### config.mk
export PLATFORM = sky130hd
export DESIGN_NAME = ks_sum_pipe
export DESIGN_NICKNAME = d
export VERILOG_FILES = /design/src/rtl/ks_pkg.sv /design/src/rtl/ks_sum.sv /design/src/rtl/ks_sum_pipe.sv
export SDC_FILE = /design/constraint.sdc
export NUM_CORES = 1
export LEC_CHECK = 0
export ABC_AREA = 1
export BUFFER_PORTS_ARGS = -buffer_cell sky130_fd_sc_hd__clkbuf_2
export CAP_MARGIN = 10
export CORE_UTILIZATION = 45
export CTS_CLUSTER_DIAMETER = 40
export DETAILED_ROUTE_END_ITERATION = 7
export PLACE_DENSITY_LB_ADDON = 0.12
export SLEW_MARGIN = 25
export SYNTH_ARGS = -nofsm -noshare
export SYNTH_HDL_FRONTEND = slang
export SYNTH_SLANG_ARGS = --single-unit
### constraint.sdc
create_clock -name i_clk -period 1.7 [get_ports i_clk]
set_input_delay 0.34 -clock i_clk [delete_from_list [all_inputs] [get_ports i_clk]]
set_output_delay 0.34 -clock i_clk [all_outputs]
set_load 0.005 [all_outputs]
### src/rtl/ks_pkg.sv
// ks_pkg: shared width and skid-buffer state encoding for the Kogge-Stone sum stage
package ks_pkg;
    localparam int KS_WIDTH = 24;
    typedef enum logic [1:0] {EMPTY, HALF, FULL} ks_state_e;
endpackage

### src/rtl/ks_sum.sv
// ks_sum: final Kogge-Stone sum from saved propagates and group generates
module ks_sum #(
    parameter int WIDTH = 24
) (
    input  logic [WIDTH-1:0] p_save,
    input  logic [WIDTH-1:0] gk,
    input  logic             c0,
    output logic [WIDTH-1:0] sum,
    output logic             cout
);
    always_comb begin
        sum  = p_save ^ {gk[WIDTH-2:0], c0};
        cout = gk[WIDTH-1];
    end
endmodule

### src/rtl/ks_sum_pipe.sv
// ks_sum_pipe: registered Kogge-Stone sum stage behind a 2-entry skid buffer
module ks_sum_pipe
    import ks_pkg::*;
#(
    parameter int WIDTH = KS_WIDTH
) (
    input  logic             i_clk,
    input  logic             i_rst,
    input  logic             i_valid,
    output logic             o_ready,
    input  logic             i_c0,
    input  logic [WIDTH-1:0] i_gk,
    input  logic [WIDTH-1:0] i_p_save,
    input  logic             i_flush,
    output logic             o_valid,
    input  logic             i_ready,
    output logic [WIDTH-1:0] o_sum,
    output logic             o_cout
);
    logic [WIDTH-1:0] in_sum;
    logic             in_cout;
    logic [WIDTH:0]   main_q, main_d, skid_q, skid_d;
    logic             acc, del;
    ks_state_e        state_q, state_d;
    ks_sum #(.WIDTH(WIDTH)) u_sum (
        .p_save(i_p_save),
        .gk    (i_gk),
        .c0    (i_c0),
        .sum   (in_sum),
        .cout  (in_cout)
    );
    always_ff @(posedge i_clk) begin
        if (i_rst) state_q <= EMPTY;
        else       state_q <= state_d;
    end
    always_comb begin
        acc     = i_valid && o_ready;
        del     = o_valid && i_ready;
        state_d = state_q;
        unique case (state_q)
            EMPTY:   state_d = acc ? HALF : EMPTY;
            HALF:    state_d = (acc && !del) ? FULL : (!acc && del) ? EMPTY : HALF;
            FULL:    state_d = del ? HALF : FULL;
            default: state_d = EMPTY;
        endcase
        if (i_flush) state_d = EMPTY;
    end
    always_comb begin
        o_valid = state_q != EMPTY;
        o_ready = state_q != FULL;
        o_sum   = main_q[WIDTH-1:0];
        o_cout  = main_q[WIDTH];
    end
    // entries keep their contents on flush so o_sum/o_cout hold while idle
    always_comb begin
        main_d = main_q;
        skid_d = skid_q;
        if (!i_flush) begin
            unique case (state_q)
                EMPTY:   main_d = acc ? {in_cout, in_sum} : main_q;
                HALF: begin
                    main_d = (acc && del) ? {in_cout, in_sum} : main_q;
                    skid_d = (acc && !del) ? {in_cout, in_sum} : skid_q;
                end
                FULL:    main_d = del ? skid_q : main_q;
                default: main_d = main_q;
            endcase
        end
    end
    always_ff @(posedge i_clk) begin
        if (i_rst) begin
            main_q <= '0;
            skid_q <= '0;
        end else begin
            main_q <= main_d;
            skid_q <= skid_d;
        end
    end
endmodule

**Word level (Yosys, flattened, before mapping)**

Index checks and enable logic that the tools add are counted.

- Flip-flop bits (word level): 52
- Input bits: 54
- Output and inout bits: 27
- Word-level logic and storage cells: 33

- Equal/unequal tests: 6
- Muxes and demuxes: 9
- Bitwise gates (word level): 2
- Reduce and logical (&&, ||, !) cells: 13

Operator list:

| operator | count |
|---|---|
| $mux W25 | 3 |
| $pmux W25 S3 | 1 |
| $xor A24 B24 Y24 | 1 |
| $ne A2 B2 Y1 const B | 4 |
| $pmux W2 S3 | 1 |
| $logic_and A1 B1 Y1 | 5 |
| $reduce_and A5 Y1 | 1 |
| $mux W2 | 2 |
| $reduce_and A3 Y1 | 1 |
| $reduce_bool A3 Y1 | 1 |
| $eq A2 B1 Y1 const B | 1 |
| $eq A2 B2 Y1 const B | 1 |
| $logic_not A1 Y1 | 2 |
| $logic_not A2 Y1 | 1 |
| $mux W1 | 2 |
| $reduce_bool A2 Y1 | 1 |
| $reduce_or A2 Y1 | 1 |
| $not A1 Y1 | 1 |

**Logic depth before layout (Yosys ltp)**

Gate-level depths: netlist (run 1).

- Depth after elaboration: 7
- Gate-level depth with buffers: 9

**Cells and area by module**

From an unflattened synthesis (run 1), not the netlist that was laid out.

- Cells, all modules: 501
- Area, all modules: 2992.9 µm²

By module, submodules not included:

| module | instances | cells an instance | area an instance (µm²) | sequential area each (µm²) |
|---|---|---|---|---|
| ks_sum_pipe | 1 | 380 | 2534.9 | 1041.0 |
| ks_sum | 1 | 121 | 457.9 | 0.0 |

**Worst setup path after synthesis (run 1)**

Ideal clock, no wire load.

- Path kind: flip-flop to flip-flop
- From: register state_q[0]
- To: register main_q[0]
- Library setup time: 0.113 ns
- Arrival: 1.144 ns
- Required time: 1.587 ns
- Path slack: 0.443 ns
- Stages on the path, launching flop included: 10
- Path buffers: 2
- Path through: dfxtp_1 > inv_2 > nand2_2 > nand2_1 > nand2_1 > nand2_2 > buf_6 > buf_6 > nor2_1 > nor2_1

- Longest elaborated chain between the ends: 5
- Elaborated cells between the ends (all ways): 14

Ends and longest elaborated chain:

| element | RTL line | RTL |
|---|---|---|
| start, declared | ks_sum_pipe.sv:24 | `ks_state_e state_q, state_d;` |
| start signal, assigned | ks_sum_pipe.sv:34 | `else state_q <= state_d;` |
| $ne A2 B2 Y1 / $reduce_bool A2 Y1 (equally long branches) | ks_sum_pipe.sv:50, ks_sum_pipe.sv:49 |  |
| $logic_and A1 B1 Y1, on equally long branches | ks_sum_pipe.sv:37, ks_sum_pipe.sv:38 |  |
| $logic_and A1 B1 Y1 | ks_sum_pipe.sv:62 | `main_d = (acc && del) ? {in_cout, in_sum} : main_q;` |
| $ne A2 B2 Y1 (no source line) | - |  |
| $reduce_and A5 Y1 (no source line) | - |  |
| end signal, assigned | ks_sum_pipe.sv:75 | `main_q <= main_d;` |
| end, declared | ks_sum_pipe.sv:22 | `logic [WIDTH:0] main_q, main_d, skid_q, skid_d;` |

Parallel ways exist; a longest one is shown, timed or not.
A chain may end at the register's enable or synchronous reset.

**Final worst setup path (run 1)**

- From: register state_q[0]
- To: output port o_ready

- Longest elaborated chain between the ends: 1

Ends and longest elaborated chain:

| element | RTL line | RTL |
|---|---|---|
| $ne A2 B2 Y1 | ks_sum_pipe.sv:50 | `o_ready = state_q != FULL;` |
| end, declared | ks_sum_pipe.sv:10 | `output logic o_ready,` |

No other way between the ends.

==> out/metrics.yaml, run 1 <==
timing:
  min_period_ps: 1490
  worst_slack_ps: 206
  max_slew_margin_pct: 71.1
  hold_slack_ps: 224
  clock.fmax_ghz: 0.670
  setup_viol: 0
  rsz0062_at_grt: "no"
  fin_skew_ps: 8.30
  worst_pin_slew_ps: 433
  period_share_pct: 87.9
  maxSlewViolCount: 0
  finalSetupTns_ps: 0
  hold_violations: 0
final_layout:
  insertedDiodeCount: 0
  final_cells: 549
  area_growth_pct: 24.0
  n_fill_cell: 561
  fin_nets: 530
  final_layout_size_suffix_gt1_share_pct: 21.8
detailed_routing:
  final_antenna_net_count: 0
  drt-pass1-iter-count: 4
  first_iter_violations: 82
  num_vias: 2444
  wl_mm: 5.30
  routedWlPerCell_um: 9.65
  viasPerCell: 4.45
  drc: 0
critical_path:
  cp-startpoint: "state_q[0]"
  cp.arrival_ps: 1150
  r2r-start: "state_q[1]"
  path_cells: "inv_2 > nand2_2 > buf_4 > clkbuf_2"
  cp-start-kind: "flop"
  max_stage_delay_ps: 400
  worst_setup_path_end_kind: "output pin"
  critPathMaxFanout: 12
  critPathSlowestCell: "dfxtp_1"
  worstSetupPathType: "flop to output pin"
  reg2reg_slack_ps: 250
  critPathRequiredTime_ps: 1360
global_routing:
  overflow: 0
  grt_max_degree: 32
  grt_pass1_wl_mm: 9.11
  grt_usage_pct: 18.9
  antenna_found_initial: 0
  grt_pass1_vias: 2053
yosys:
  synth-edff-count: 0
  syn-num-nets: 452
  yosys_warnings: 0
  synth_cells: 398
  netlist_area_um2: 2550
  synthTopCellsByArea: "dfxtp_1, nand2_1, nor2_1"
  yosysMostFrequentCell: "nand2_1"
  ys_types: 17
  synthTopCellsByCount: "nand2_1, nor2_1, dfxtp_1"
  synth-seq-cells: 52
  yosys.area.top_type: "dfxtp_1"
  syn_area_per_cell_um2: 6.40
  async_flop_share_pct: 0
  seq_area_frac_synth_pct: 40.9
  synthFlopType: "dfxtp_1"
  synth_top_area_share_pct: 40.9
clock_tree:
  cts_tree: "yes"
  cts_setup_buffers: 0
  cts_root_buf: "clkbuf_8"
  cts.repair.resized: 0
  clk_path_buf_depth: 2
  clk_pin_slew_ps: 80
  htree_levels: 2
  cts_buffers: 5
  cts_hold_buffers: 0
  cts_sinks: 52
  clk_latency_ps: 300
power_and_ir_drop:
  p_total_uw: 2660
  powerDensity_nw_per_um2: 842
  leakagePower_uw: 0.00170
  ir_worst_vdd_mv: 0.487
worst_hold_path:
  min_from: "i_rst"
  hold_class: "input pin to flop"
floorplan:
  core_um2: 5470
  start_util_pct: 46.5
  die_y_um: 77.2
  die_area_um2: 5970
  die_x_um: 77.2
  num_rows: 27
  io_pins: 81
status:
  status: "finished, final reports clean"
placed_design:
  dp_hpwl_mm: 3.66
  post-place-ws_ps: 246
  dpl.cell_count: 541
  port_buffers: 80
  place_congestion: 0.761
job:
  maxCapViolations: 0
-- logic make-up (layout without fill, tap and decap cells) --
group | after synthesis | after routing | synth area share, %
buf+inv | 52 | 131 | 8.84
flops | 52 | 52 | 40.9
compound gates | 29 | 29 | 5.94
xor+xnor | 24 | 24 | 8.25
simple gates | 241 | 241 | 36.1
-- where the power goes --
part	internal [µW]	leakage, µW	total (µW)	switching, µW
Sequential	1280	0.000425	1310	28.6
Clock	520	0.0000645	920	400
Combinational	195	0.00121	434	238
-- path summary, 6_finish.rpt --
path	to	depth (start not counted)
worst min-delay path	state_q[1]	2
worst max-delay path	o_ready	4
worst min register to register	skid_q[8]	2
worst max register to register	skid_q[21]	7
-- state kept, by name, indices dropped and copies added (netlist names) --
signal   count
state_q      2
skid_q      25
main_q      25
-- stage by stage --
step / area (µm²) / util (%)
after global routing: 3160 / 57.7
after global placement: 3030 / 55.4
after CTS: 3160 / 57.7
final: 3160 / 57.7
after floorplan: 2550 / -
after detailed placement: 3030 / 55.4
-- final cells by class --
cell class                 count  area (µm²)  area share (%)
multi-input combinational    294        1280            40.6
sequential                    52        1040            33.0
timing repair buffer          89         493            15.6
inverter                      34         128            4.04
clock buffer                   7        96.3            3.05
tap                           72        90.1            2.85
clock inverter                 1        30.0           0.950
-- worst max-delay path, delay by kind of cell, from the launching register on --
family,cells,cell delay [ps]
and+or+nand+nor,1,70
buffers and inverters,3,390
DFF,1,400
-- layer usage --
layer | global-route usage, % | routed length [µm] | up-vias
met4 | 5.09 | 53 | 0
met3 | 3.69 | 236 | 5
li1 | - | - | 1340
met5 | 0 | 0 | -
met1 | 23.2 | 2540 | 1050
met2 | 33.4 | 2470 | 49
-- cell usage in the layout, fill, tap and decap left out --
master       n
nand2_1    130
nor2_1     103
clkbuf_2    80
dfxtp_1     52
inv_1       31
o21ai_0     26
xor2_1      24
clkbuf_8     7
buf_4        7
inv_2        3
nand2_2      3
nand3_1      3
buf_12       2
a21oi_2      1
nor3_1       1
a21oi_1      1
a22oi_1      1
nand4_1      1
bufinv_16    1
Note: power is estimated with default switching activity, not from simulation.
==> inputs of run 2 (changes only) <==
- CORE_ASPECT_RATIO: default -> 0.5
==> run 2 against run 1 <==
Critical path depth unchanged. Non-clock buffer count decreased by 3. Count of clock-buffer cells in the layout decreased by 1. Final area decreased by 0.44%. Via count increased by 2.3%. Hold slack improved by 3.8 ps. Register-to-register slack got worse by 60 ps. Global-route usage increased by 1.7 points. Fmax decreased by 3.1%. Die area increased by 0.30%. First-iteration DRC count increased by 110%. Clock power increased by 5.8%. Critical endpoint unchanged. Largest cell class unchanged.
==> out/metrics.yaml, run 2 (synthesis results as in run 1) <==
timing:
  maxSlewViolCount: 0
  period_share_pct: 90.7
  rsz0062_at_grt: "no"
  fin_skew_ps: 4.91
  min_period_ps: 1540
  clock.fmax_ghz: 0.649
  hold_violations: 0
  finalSetupTns_ps: 0
  worst_pin_slew_ps: 478
  setup_viol: 0
  max_slew_margin_pct: 68.1
final_layout:
  final_common_cell: "nand2_1"
  final_cells: 543
  multi_input_area_um2: 1280
  insertedDiodeCount: 0
  n_fill_cell: 511
  area_growth_pct: 23.5
  reg.largest.list: "main_q: 25 flops, skid_q: 25 flops, state_q: 2 flops"
  final_layout_size_suffix_gt1_share_pct: 21.1
  fin_nets: 527
  regArea_um2: 1040
  final_cell_mix: "nand2_1, nor2_1, clkbuf_2"
clock_tree:
  cts_sinks: 52
  cts_root_buf: "clkbuf_16"
  clk_latency_ps: 290
  htree_levels: 2
  clk_pin_slew_ps: 60
  cts_buffers: 5
  clk_path_buf_depth: 2
  cts_tree: "yes"
  cts_setup_buffers: 0
detailed_routing:
  final_antenna_net_count: 0
  wl_mm: 5.67
  first_iter_violations: 171
  drt-pass1-iter-count: 4
  num_vias: 2501
  viasPerCell: 4.61
  drc: 0
  routedWlPerCell_um: 10.4
critical_path:
  r2r-start: "state_q[1]"
  worst_setup_path_end_kind: "output pin"
  cp-startpoint: "state_q[0]"
  critPathRequiredTime_ps: 1360
  critPathMaxFanout: 11
  worstSetupPathType: "flop to output pin"
  cp.arrival_ps: 1200
  cp-start-kind: "flop"
floorplan:
  start_util_pct: 49.2
  die_area_um2: 5980
  num_rows: 18
  die_x_um: 108
  core_um2: 5180
  die_y_um: 55.2
  io_pins: 81
placed_design:
  port_buffers: 80
  dp_hpwl_mm: 3.86
  dpl.cell_count: 536
  place_congestion: 0.752
power_and_ir_drop:
  leakagePower_uw: 0.00168
  powerDensity_nw_per_um2: 864
  ir_worst_vdd_mv: 0.390
global_routing:
  grt_pass1_vias: 2288
  grt_pass1_wl_mm: 9.78
  antenna_found_initial: 0
  grt_usage_pct: 20.6
  grt_max_degree: 52
  overflow: 0
job:
  maxCapViolations: 0
status:
  status: "finished, final reports clean"
worst_hold_path:
  min_from: "i_rst"
  hold_class: "input pin to flop"
run 2: repair_timing:
item,CTS,global route
setup endpoints to repair,0,22
hold buffers,0,0
gates resized for setup,0,1
endpoints found under the hold margin,0,0
run 2: layout make-up:
cell class | count | share of cell area [%]
Inverter | 34 | 4.18
Sequential cell | 52 | 33.1
Timing Repair Buffer | 86 | 15.0
Tap cell | 70 | 2.78
Clock inverter | 1 | 0.159
Multi-Input combinational cell | 294 | 40.7
Clock buffer | 6 | 4.10
run 2: critical path: stages, from the launching register on:
cell and delay (ps):
dfxtp_1 390, inv_2 60, nand2_2 120, buf_4 210, clkbuf_2 130
run 2: metal layers:
metal  GRT usage [%]  share of wire [%]  vias up
met3            4.84                5.7        6
met5               0                  0        -
li1                -                  -     1332
met2            36.3                 45       67
met4            5.21               0.92        0
met1            25.2                 48     1096
run 2: stage by stage:
step / setup WS (ps) / hold WS, ps / area [µm²] / utilization, % / power (µW)
5_1_grt: 4.70 / 229 / 3150 / 60.7 / 2860
4_1_cts: 113 / 228 / 3140 / 60.7 / 2730
2_1_floorplan: 443 / 417 / 2550 / - / 1600
6_report: 159 / 228 / 3150 / 60.7 / 2720
3_5_place_dp: 148 / 472 / 3010 / 58.1 / 1770
3_3_place_gp: 223 / 463 / 3010 / 58.1 / 1760
run 2: final timing paths:
| check | slack [ps] | depth (start not counted) | end |
|---|---|---|---|
| setup reg to reg | 190 | 7 | skid_q[11] |
| hold reg to reg | 480 | 2 | skid_q[1] |
| hold / removal | 230 | 2 | state_q[1] |
| setup / recovery | 160 | 4 | o_ready |
run 2: power by group:
group	switching [µW]	internal [µW]	total [µW]
combinational	241	194	435
sequential	32.0	1280	1310
clock	436	537	973
==> inputs of run 3 (changes only) <==
- clock period: 1.7 -> 1.8 ns (I/O delays scaled with it)
==> run 3 against run 2 <==
Worst setup slack better by 91 ps. Global-route usage is 1.9 points lower. Total power is 4.5% lower. Via count is 0.64% lower. Utilization is 0.27 points lower. Largest power group unchanged. Sequential share of layout area is 0.15 points higher. Final area is 0.44% lower. Routed wire length is 1.4% lower. Final cell count is 0.18% higher. Combinational power is 7.6% lower. Flip-flop and latch count stayed put. Clock power is 2% lower.
==> out/metrics.yaml, run 3 (synthesis results as in run 1) <==
status:
  status: "finished, final reports clean"
critical_path:
  rr_endpoint: "state_q[1]"
  path_cells: "nand2_2 > inv_1 > o21ai_0 > nor3_1"
  worst_setup_path_end_kind: "flop"
  worstSetupPathType: "flop to flop"
  r2r_cells: 4
  critPathSlowestCell: "inv_1"
  critPathTopFamily: "buffers and inverters"
  reg2reg_slack_ps: 250
  r2r-start: "state_q[1]"
  cp.arrival_ps: 1760
  cp-start-kind: "flop"
  critPathRequiredTime_ps: 2010
  cp_num_buf_inv: 1
  max_stage_delay_ps: 590
  critPathMaxFanout: 25
timing:
  min_period_ps: 1550
  hold_slack_ps: 253
  period_share_pct: 86.1
  max_slew_margin_pct: 47.0
  fin_skew_ps: 5.43
  clock.fmax_ghz: 0.645
  rsz0062_at_grt: "no"
  hold_violations: 0
  finalSetupTns_ps: 0
  maxSlewViolCount: 0
  setup_viol: 0
  worst_pin_slew_ps: 794
floorplan:
  start_util_pct: 49.2
  core_um2: 5180
  die_y_um: 55.2
  die_x_um: 108
  die_area_um2: 5980
  num_rows: 18
  io_pins: 81
final_layout:
  final_common_cell: "nand2_1"
  fin_nets: 527
  reg.largest.list: "main_q: 25 flops, skid_q: 25 flops, state_q: 2 flops"
  final_cells: 544
  final_layout_size_suffix_gt1_share_pct: 21.3
  final_cell_mix: "nand2_1, nor2_1, clkbuf_2"
  insertedDiodeCount: 0
  area_growth_pct: 22.9
  n_fill_cell: 505
  fin_util_pct: 60.5
detailed_routing:
  wl_mm: 5.59
  first_iter_violations: 107
  routedWlPerCell_um: 10.3
  final_antenna_net_count: 0
  viasPerCell: 4.57
  drt-pass1-iter-count: 4
  drc: 0
  num_vias: 2485
clock_tree:
  cts_setup_buffers: 0
  clk_path_buf_depth: 2
  cts_hold_buffers: 0
  cts_sinks: 52
  cts.repair.resized: 0
  cts_root_buf: "clkbuf_16"
  cts_tree: "yes"
  clk_pin_slew_ps: 60
  clk_latency_ps: 290
  cts_buffers: 5
  htree_levels: 2
placed_design:
  dp_hpwl_mm: 3.80
  place_congestion: 0.709
  port_buffers: 80
  dpl.cell_count: 536
worst_hold_path:
  min_from: "i_rst"
  hold_class: "input pin to flop"
  min_path_cells: 2
  min_to: "state_q[1]"
global_routing:
  overflow: 0
  grt_pass1_vias: 2038
  grt_pass1_wl_mm: 8.98
  antenna_found_initial: 0
  grt_max_degree: 52
  grt_usage_pct: 18.7
job:
  maxCapViolations: 0
power_and_ir_drop:
  powerDensity_nw_per_um2: 829
  ir_worst_vdd_mv: 0.497
  leakagePower_uw: 0.00169
==> run 3: cell type report <==
class,instances,area (µm²),area share [%]
Clock inverter,2,10.0,0.320
Multi-Input combinational cell,294,1280,40.9
Tap cell,70,87.6,2.80
Timing Repair Buffer,86,445,14.2
Sequential cell,52,1040,33.2
Clock buffer,6,139,4.43
Inverter,34,128,4.08
==> run 3: where the power goes <==
| part | leakage (µW) | total [µW] | internal (µW) | switching [µW] |
|---|---|---|---|---|
| combinational | 0.00119 | 402 | 175 | 227 |
| clock | 0.0000766 | 957 | 548 | 408 |
| sequential | 0.000425 | 1240 | 1210 | 29.5 |
==> run 3: through the flow <==
| stage | instance area, µm² | setup slack, ps | power [µW] |
|---|---|---|---|
| floorplan | 2550 | 543 | 1510 |
| global placement | 2980 | 306 | 1660 |
| detailed placement | 2980 | 240 | 1660 |
| CTS | 3130 | 238 | 2630 |
| global route | 3130 | 50.3 | 2720 |
| finish | 3130 | 250 | 2600 |
==> run 3: worst max path at each step <==
stage,slack [ps],start,cells after the start,endpoint
after floorplan,540,state_q[0],9,main_q[0]
after global placement,310,i_valid,7,skid_q[10]
after detailed placement,240,i_valid,7,skid_q[20]
after CTS,240,state_q[1],4,state_q[1]
after global routing,50,state_q[1],6,main_q[9]
final,250,state_q[1],4,state_q[1]
==> run 3: layer usage <==
metal,wire (µm),GRT usage (%)
met4,46,4.05
met2,2490,31.8
met1,2730,23.9
met5,0,0
met3,319,4.72
==> run 3: worst reg2reg max path: stages (launching register included) <==
cell and delay [ps]:
dfxtp_1 420, nand2_2 110, inv_1 590, o21ai_0 190, nor3_1 160
